--- src/rtl/hazard_ctrl.sv ---
// Front-end hazard control: decides per cycle whether PC, IF/ID and ID/EX advance,
// stall, take a bubble or squash wrong-path work, and counts stall/flush activity.
module hazard_ctrl #(
    parameter int FLUSH_CYCLES = 1,
    parameter int CNT_W        = 32
) (
    input  logic             clk,
    input  logic             reset,
    input  logic [4:0]       Rs_IF_ID,
    input  logic [4:0]       Rt_IF_ID,
    input  logic             UsesRt_IF_ID,
    input  logic             MemRead_ID_EX,
    input  logic [4:0]       Rt_ID_EX,
    input  logic             BranchTaken_EX,
    input  logic             J_ID_EX,
    input  logic             JAL_ID_EX,
    input  logic             JR_ID_EX,
    input  logic             MemBusy,
    output logic             Enable_PC,
    output logic             Enable_IF_ID,
    output logic             Enable_ID_EX,
    output logic             Flush_IF_ID,
    output logic             Flush_ID_EX,
    output logic [1:0]       State,
    output logic [CNT_W-1:0] StallCount,
    output logic [CNT_W-1:0] FlushCount
);

    typedef enum logic [1:0] {
        RUN   = 2'd0,
        FLUSH = 2'd1
    } state_t;

    localparam logic [3:0] CNT_INIT = 4'(FLUSH_CYCLES - 1);

    state_t           state_q, state_d;
    logic [3:0]       cnt_q, cnt_d;
    logic [CNT_W-1:0] stall_q, stall_d;
    logic [CNT_W-1:0] flush_q, flush_d;
    logic             redirect;
    logic             load_use;

    function automatic logic [CNT_W-1:0] sat_inc(input logic [CNT_W-1:0] v);
        return (&v) ? v : v + {{(CNT_W-1){1'b0}}, 1'b1};
    endfunction

    assign redirect = BranchTaken_EX | J_ID_EX | JAL_ID_EX | JR_ID_EX;
    assign load_use = MemRead_ID_EX && (Rt_ID_EX != 5'd0) &&
                      ((Rt_ID_EX == Rs_IF_ID) || (UsesRt_IF_ID && (Rt_ID_EX == Rt_IF_ID)));

    always_ff @(posedge clk or posedge reset) begin
        if (reset) begin
            state_q <= RUN;
            cnt_q   <= 4'd0;
            stall_q <= '0;
            flush_q <= '0;
        end else begin
            state_q <= state_d;
            cnt_q   <= cnt_d;
            stall_q <= stall_d;
            flush_q <= flush_d;
        end
    end

    always_comb begin
        Enable_PC    = 1'b1;
        Enable_IF_ID = 1'b1;
        Enable_ID_EX = 1'b1;
        Flush_IF_ID  = 1'b0;
        Flush_ID_EX  = 1'b0;
        state_d      = state_q;
        cnt_d        = cnt_q;
        stall_d      = stall_q;
        flush_d      = flush_q;

        if (MemBusy) begin
            // Freeze holds ID/EX, so a pending redirect is seen again once memory is ready.
            Enable_PC    = 1'b0;
            Enable_IF_ID = 1'b0;
            Enable_ID_EX = 1'b0;
            stall_d      = sat_inc(stall_q);
        end else if (state_q == FLUSH) begin
            Enable_PC   = 1'b0;
            Flush_IF_ID = 1'b1;
            Flush_ID_EX = 1'b1;
            stall_d     = sat_inc(stall_q);
            if (cnt_q <= 4'd1) begin
                state_d = RUN;
                cnt_d   = 4'd0;
            end else begin
                cnt_d = cnt_q - 4'd1;
            end
        end else if (redirect) begin
            Flush_IF_ID = 1'b1;
            Flush_ID_EX = 1'b1;
            flush_d     = sat_inc(flush_q);
            if (FLUSH_CYCLES > 1) begin
                state_d = FLUSH;
                cnt_d   = CNT_INIT;
            end
        end else if (load_use) begin
            Enable_PC    = 1'b0;
            Enable_IF_ID = 1'b0;
            Flush_ID_EX  = 1'b1;
            stall_d      = sat_inc(stall_q);
        end

        if (reset) begin
            Enable_PC    = 1'b0;
            Enable_IF_ID = 1'b0;
            Enable_ID_EX = 1'b0;
            Flush_IF_ID  = 1'b0;
            Flush_ID_EX  = 1'b0;
        end
    end

    assign State      = state_q;
    assign StallCount = stall_q;
    assign FlushCount = flush_q;

endmodule

--- config.mk ---
export PLATFORM = sky130hd
export DESIGN_NAME = hazard_ctrl
export DESIGN_NICKNAME = d
export VERILOG_FILES = /design/src/rtl/hazard_ctrl.sv
export SDC_FILE = /design/constraint.sdc
export NUM_CORES = 1
export LEC_CHECK = 0
export BUFFER_PORTS_ARGS = -buffer_cell sky130_fd_sc_hd__clkbuf_2
export CAP_MARGIN = 30
export CORE_ASPECT_RATIO = 1.2
export CORE_UTILIZATION = 50
export CTS_CLUSTER_SIZE = 10
export DETAILED_ROUTE_END_ITERATION = 8
export PLACE_DENSITY = 0.77
export SETUP_SLACK_MARGIN = 0.2
export SYNTH_ARGS = -nofsm -noshare
export SYNTH_HDL_FRONTEND = slang
export SYNTH_SLANG_ARGS = --single-unit
--- constraint.sdc ---
create_clock -name clk -period 5.7 [get_ports clk]
set_input_delay 0.285 -clock clk [delete_from_list [all_inputs] [get_ports clk]]
set_output_delay 0.285 -clock clk [all_outputs]
set_load 0.005 [all_outputs]
# After elaboration in Yosys (flattened, before gate mapping)
# Index checks and enable logic that the tools add are counted.
[word_totals]
word_cells = 39
reg_bits = 64
out_inout_bits = 71
[classes]
add_sub_neg = 2
muxes = 17
bitwise_logic = 5
n_eq_ne = 3
n_reduce_logical = 10
[ops]
columns = ["cell", "count"]
rows = [
  ["$mux 32", 4],
  ["$add 32x1->32 const B", 2],
  ["$reduce_and 32->1", 2],
  ["$mux 1", 13],
  ["$eq 5x5->1", 2],
  ["$reduce_bool 5->1", 1],
  ["$logic_and 1x1->1", 3],
  ["$or 1x1->1", 3],
  ["$reduce_and 3->1", 1],
  ["$reduce_bool 3->1", 1],
  ["$ne 2x2->1 const B", 1],
  ["$not 1->1", 2],
  ["$reduce_and 2->1", 1],
  ["$logic_or 1x1->1", 1],
]

# Logic depth before layout (Yosys ltp)
[logic_depth]
word_depth = 8
depth_mapped = 8
mapped_depth_nobuf = 7

# Worst setup path before layout
# Ideal clock, no wire load.
[synth_path]
path_type = "register to register"
start = "reg stall_q[6], in the netlist StallCount[6]"
end = "reg stall_q[1], in the netlist StallCount[1]"
arrival_ns = 1.844
stages_incl_launch_ff = 7
n_path_buf = 1
required_ns = 5.572
slack_ns = 3.729
path_cell_list = "dfrtp_1 and4_1 nand4_1 or2_0 o211ai_4 buf_6 mux2_1"
[synth_via]
elab_chain_cells = 5
[synth_rtl]
columns = ["element", "line_no", "text"]
rows = [
  ["from (decl)", "38", "logic [CNT_W-1:0] stall_q, stall_d;"],
  ["from (signal assigned)", "60", "stall_q <= stall_d;"],
  ["$reduce_and 32->1 *", "44", "return (&v) ? v : v + {{(CNT_W-1){1'b0}}, 1'b1};"],
  ["$mux 32 *", "--", ""],
  ["$mux 32 (2 in series)", "--", ""],
  ["$mux 32 *", "--", ""],
]
# Mark *: on every way between the ends. The rest lies on a longest branch, timed or not. The select of a mux whose other input is x is not followed.
# A chain may end at the register's enable or synchronous reset.

# Worst setup path after layout
[layout_path]
start = "reg stall_q[0], in the netlist StallCount[0]"
end = "reg stall_q[1], in the netlist StallCount[1]"
[layout_via]
elab_chain_cells = 5
[layout_rtl]
columns = ["element", "line_no", "text"]
rows = [
  ["$add 32x1->32 / $reduce_and 32->1 (equally long branches)", "44", ""],
  ["$mux 32 *", "44", ""],
  ["$mux 32", "101", "end else if (load_use) begin"],
  ["$mux 32", "93", "end else if (redirect) begin"],
  ["$mux 32 *", "76", "if (MemBusy) begin"],
]
# Marked as above.

==> run_results.csv <==
group,metric,value,unit
status,outcome,"finished, final reports clean",
timing,final_hold_viol_count,0,
timing,setup_repair_after_global_routing_missed_its_margin,"false",
setup_path,timing.critical_path.required,5.92,ns
global_routing,grt_max_degree,65,
final_layout,insertedDiodeCount,0,
power_and_ir_drop,ir_drop,0.233,mV
final_layout,final_net_count,432,
die,initial_utilization,51.6,%
route,routed-via-count,2606,
synthesis,synth_enable_flop_cells,0,
clock_network,total_clock_sinks,64,
timing,setup-violations-final,0,
route,routed_wire_length_per_instance,13.5,um
placed_design,dpl.hpwl,4.95,mm
power_and_ir_drop,leakage,2.07,nW
clock_network,cts_root_buf,"sky130_fd_sc_hd__clkbuf_8",
timing,final-max-slew-violation-count,0,
setup_path,critPathArrivalTime,2.61,ns
synthesis,yosysSeqAreaShare,48.5,%
setup_path,worstSetupPathType,"reg -> reg",
synthesis,post_synth.cell_area_avg,10.7,um2
synthesis,yosys-top-cells-area,"sky130_fd_sc_hd__dfrtp_1 (48%), sky130_fd_sc_hd__xor2_1 (9.5%), sky130_fd_sc_hd__xnor2_1 (8.8%), sky130_fd_sc_hd__nand3_1 (3.6%), sky130_fd_sc_hd__nand4_1 (2.8%)",
timing,max-slew-margin-rel,48.0,%
timing,min_period,2.39,ns
clock_network,max-clock-path-buffers,2,
final_layout,final_cells,495,
clock_network,cts_resized,0,
die,floorplan.die_area,6940,um2
final_layout,final_area,3990,um2
clock_network,clk_transition_reported_paths,0.07,ns
power_and_ir_drop,report.power.total,0.00108,W
setup_path,crit_fanout,25,
timing,finalClockSkew,0.00767,ns
synthesis,postSynth.topFlopCell,"sky130_fd_sc_hd__dfrtp_1",
clock_network,insertion_delay,0.34,ns
global_routing,grt_overflow_total,0,
clock_network,cts.hold.buffers_added,0,
setup_path,slowest_delay,0.59,ns
final_layout,drive_gt1_share,30.0,%
final_layout,area_growth,20.6,%
synthesis,synthTopCellsByCount,"sky130_fd_sc_hd__dfrtp_1 (64), sky130_fd_sc_hd__xor2_1 (36), sky130_fd_sc_hd__xnor2_1 (33), sky130_fd_sc_hd__nand3_1 (24), sky130_fd_sc_hd__nor2_1 (24)",
die,floorplan.die.height,91.0,um
placed_design,dpl_worst_slack,3.33,ns
clock_network,post-cts-setup-buffer-count,0,
route,drt_first_pass_iters,4,
placed_design,placement.cell_area,3810,um2
route,drc,0,
setup_path,critical_path_buf_inv_count,0,
synthesis,synth_seq_cells,64,
route,via_per_inst,5.26,
timing,worst_path_setup_slack_after_routing,3.31,ns
clock_network,clock_tree.htree_level_count,3,
synthesis,synthDominantAreaCellType,"sky130_fd_sc_hd__dfrtp_1",
setup_path,setup.worst_path.start_class,"register",
timing,final_min_period_over_clock_period,42.0,%
synthesis,synthesis.area,3300,um2
synthesis,synthCells,310,
clock_network,numCtsBuffers,9,
synthesis,yosys.cell_types.count,40,
die,io-pin-count,95,
route,routed_wl,6.71,mm
timing,setup_tns,0,ns
setup_path,timing.critical_path.max_delay_family,"compound AO/OA/AOI/OAI gates",
synthesis,number_of_warnings_reported_in_the_yosys_synthesis_log,0,
timing,fmax,418,MHz
global_routing,grt_first_pass_wirelength,11.8,mm
placed_design,io_buffer_count,92,
flow_run,maxCapViolCount,0,
setup_path,worst_path_max_delay_cell,"sky130_fd_sc_hd__o211ai_4",
die,die_width,76.2,um
global_routing,first_global_vias,2605,
placed_design,gp_routability_congestion,0.861,
timing,worst_slew_pin_slew,0.780,ns
power_and_ir_drop,power.density_cell_area,271,nW/um2
die,core_region_area,6410,um2
die,row_count,32,
placed_design,placed_cells,480,
clock_network,tritoncts,"built",
synthesis,synthArstFlopShare,100,%
setup_path,timing.critical_path.to_type,"register",
setup_path,path_cells,"ha_1, nand4_1, or2_0, o211ai_4, mux2_1",
route,initialDrtViolationCount,119,
route,ant_nets,0,
global_routing,groute.usage.overall,21.4,%
synthesis,dominant_cell_by_count_in_the_synthesized_netlist,"sky130_fd_sc_hd__dfrtp_1",
global_routing,grt_antenna_before_repair,0,
min_path,worst_hold_path_type,"in -> async",
synthesis,yosysTopAreaCellShare,48.5,%
==> worst reg2reg max path, stage by stage (launching register included) <==
cell                       delay [ns]
sky130_fd_sc_hd__dfrtp_1         0.45
sky130_fd_sc_hd__ha_1            0.28
sky130_fd_sc_hd__nand4_1         0.24
sky130_fd_sc_hd__or2_0           0.32
sky130_fd_sc_hd__o211ai_4        0.59
sky130_fd_sc_hd__mux2_1          0.38
==> kinds of logic (layout without fill, tap and decap cells) <==
kind of cell,count (synthesis),after routing,synth area share (%)
simple gates,141,141,25.4
flops,64,64,48.5
mux,3,3,1.02
compound gates,12,12,2.80
fa+ha+maj,2,2,0.757
other cells,1,2,0.114
xor+xnor,69,69,18.3
buf+inv,18,117,3.11
==> layer usage <==
metal / part of all wire [%] / routed length [um] / track usage (%) / up-vias
met3: 4.6 / 311 / 4.82 / 13
met5: 0 / 0 / 0 / -
li1: - / - / - / 1259
met1: 43 / 2890 / 25.8 / 1264
met4: 1.8 / 121 / 9.94 / 0
met2: 50 / 3380 / 36.3 / 70
==> placed cells by master, fill, tap and decap left out, types with 2 or more instances in the layout <==
cell	n
sky130_fd_sc_hd__inv_1	8
sky130_fd_sc_hd__clkinv_2	2
sky130_fd_sc_hd__nand4_1	15
sky130_fd_sc_hd__mux2_2	2
sky130_fd_sc_hd__or2_0	2
sky130_fd_sc_hd__and4_1	6
sky130_fd_sc_hd__nor3_1	14
sky130_fd_sc_hd__a21oi_1	3
sky130_fd_sc_hd__nor4_4	3
sky130_fd_sc_hd__clkbuf_8	11
sky130_fd_sc_hd__xor2_1	36
sky130_fd_sc_hd__clkbuf_2	92
sky130_fd_sc_hd__nand3_2	2
sky130_fd_sc_hd__and2_1	3
sky130_fd_sc_hd__dfrtp_1	64
sky130_fd_sc_hd__ha_1	2
sky130_fd_sc_hd__a31oi_1	2
sky130_fd_sc_hd__and3_4	2
sky130_fd_sc_hd__nor2_1	24
sky130_fd_sc_hd__xnor2_1	33
sky130_fd_sc_hd__nand2b_1	2
sky130_fd_sc_hd__nand3_1	24
sky130_fd_sc_hd__nor4_1	5
sky130_fd_sc_hd__nand2_1	23
sky130_fd_sc_hd__conb_1	2
sky130_fd_sc_hd__and3_1	11
==> cell type report <==
class / instances / area, um2
inverter: 9 / 33.8
clock inverter: 3 / 17.5
multi-input combinational: 229 / 1600
sequential: 64 / 1600
fill: 552 / 2420
clock buffer: 12 / 155
tap: 85 / 106
timing repair buffer: 93 / 468
==> path summary, 6_finish.rpt <==
kind                                start              to  slack, ns  depth (start not counted)
max                         StallCount[0]   StallCount[1]       3.31                          5
min                                 reset  FlushCount[21]       0.18                          3
max reg2reg                 StallCount[0]   StallCount[1]       3.31                          5
min reg2reg                FlushCount[30]  FlushCount[30]       0.49                          1
max in group asynchronous           reset  StallCount[21]       5.01                          3
min in group clk                  MemBusy   FlushCount[2]       0.48                          4
==> registers in the layout (all words and copies together) (netlist names) <==
| register | count |
|---|---|
| FlushCount | 32 |
| StallCount | 32 |
==> metrics by stage <==
stage               hold slack (ns)  utilization [%]
floorplan                     0.477                -
global placement              0.476             59.5
detailed placement            0.481             59.5
CTS                           0.210             62.2
global route                  0.270             62.2
finish                        0.179             62.2
==> where the power goes <==
group / switching (W) / internal [W] / leakage, nW
sequential: 0.0000645 / 0.000497 / 0.852
clock: 0.000167 / 0.000178 / 0.0882
combinational: 0.0000882 / 0.0000870 / 1.13
No activity file was read; power rests on OpenSTA's default activity.
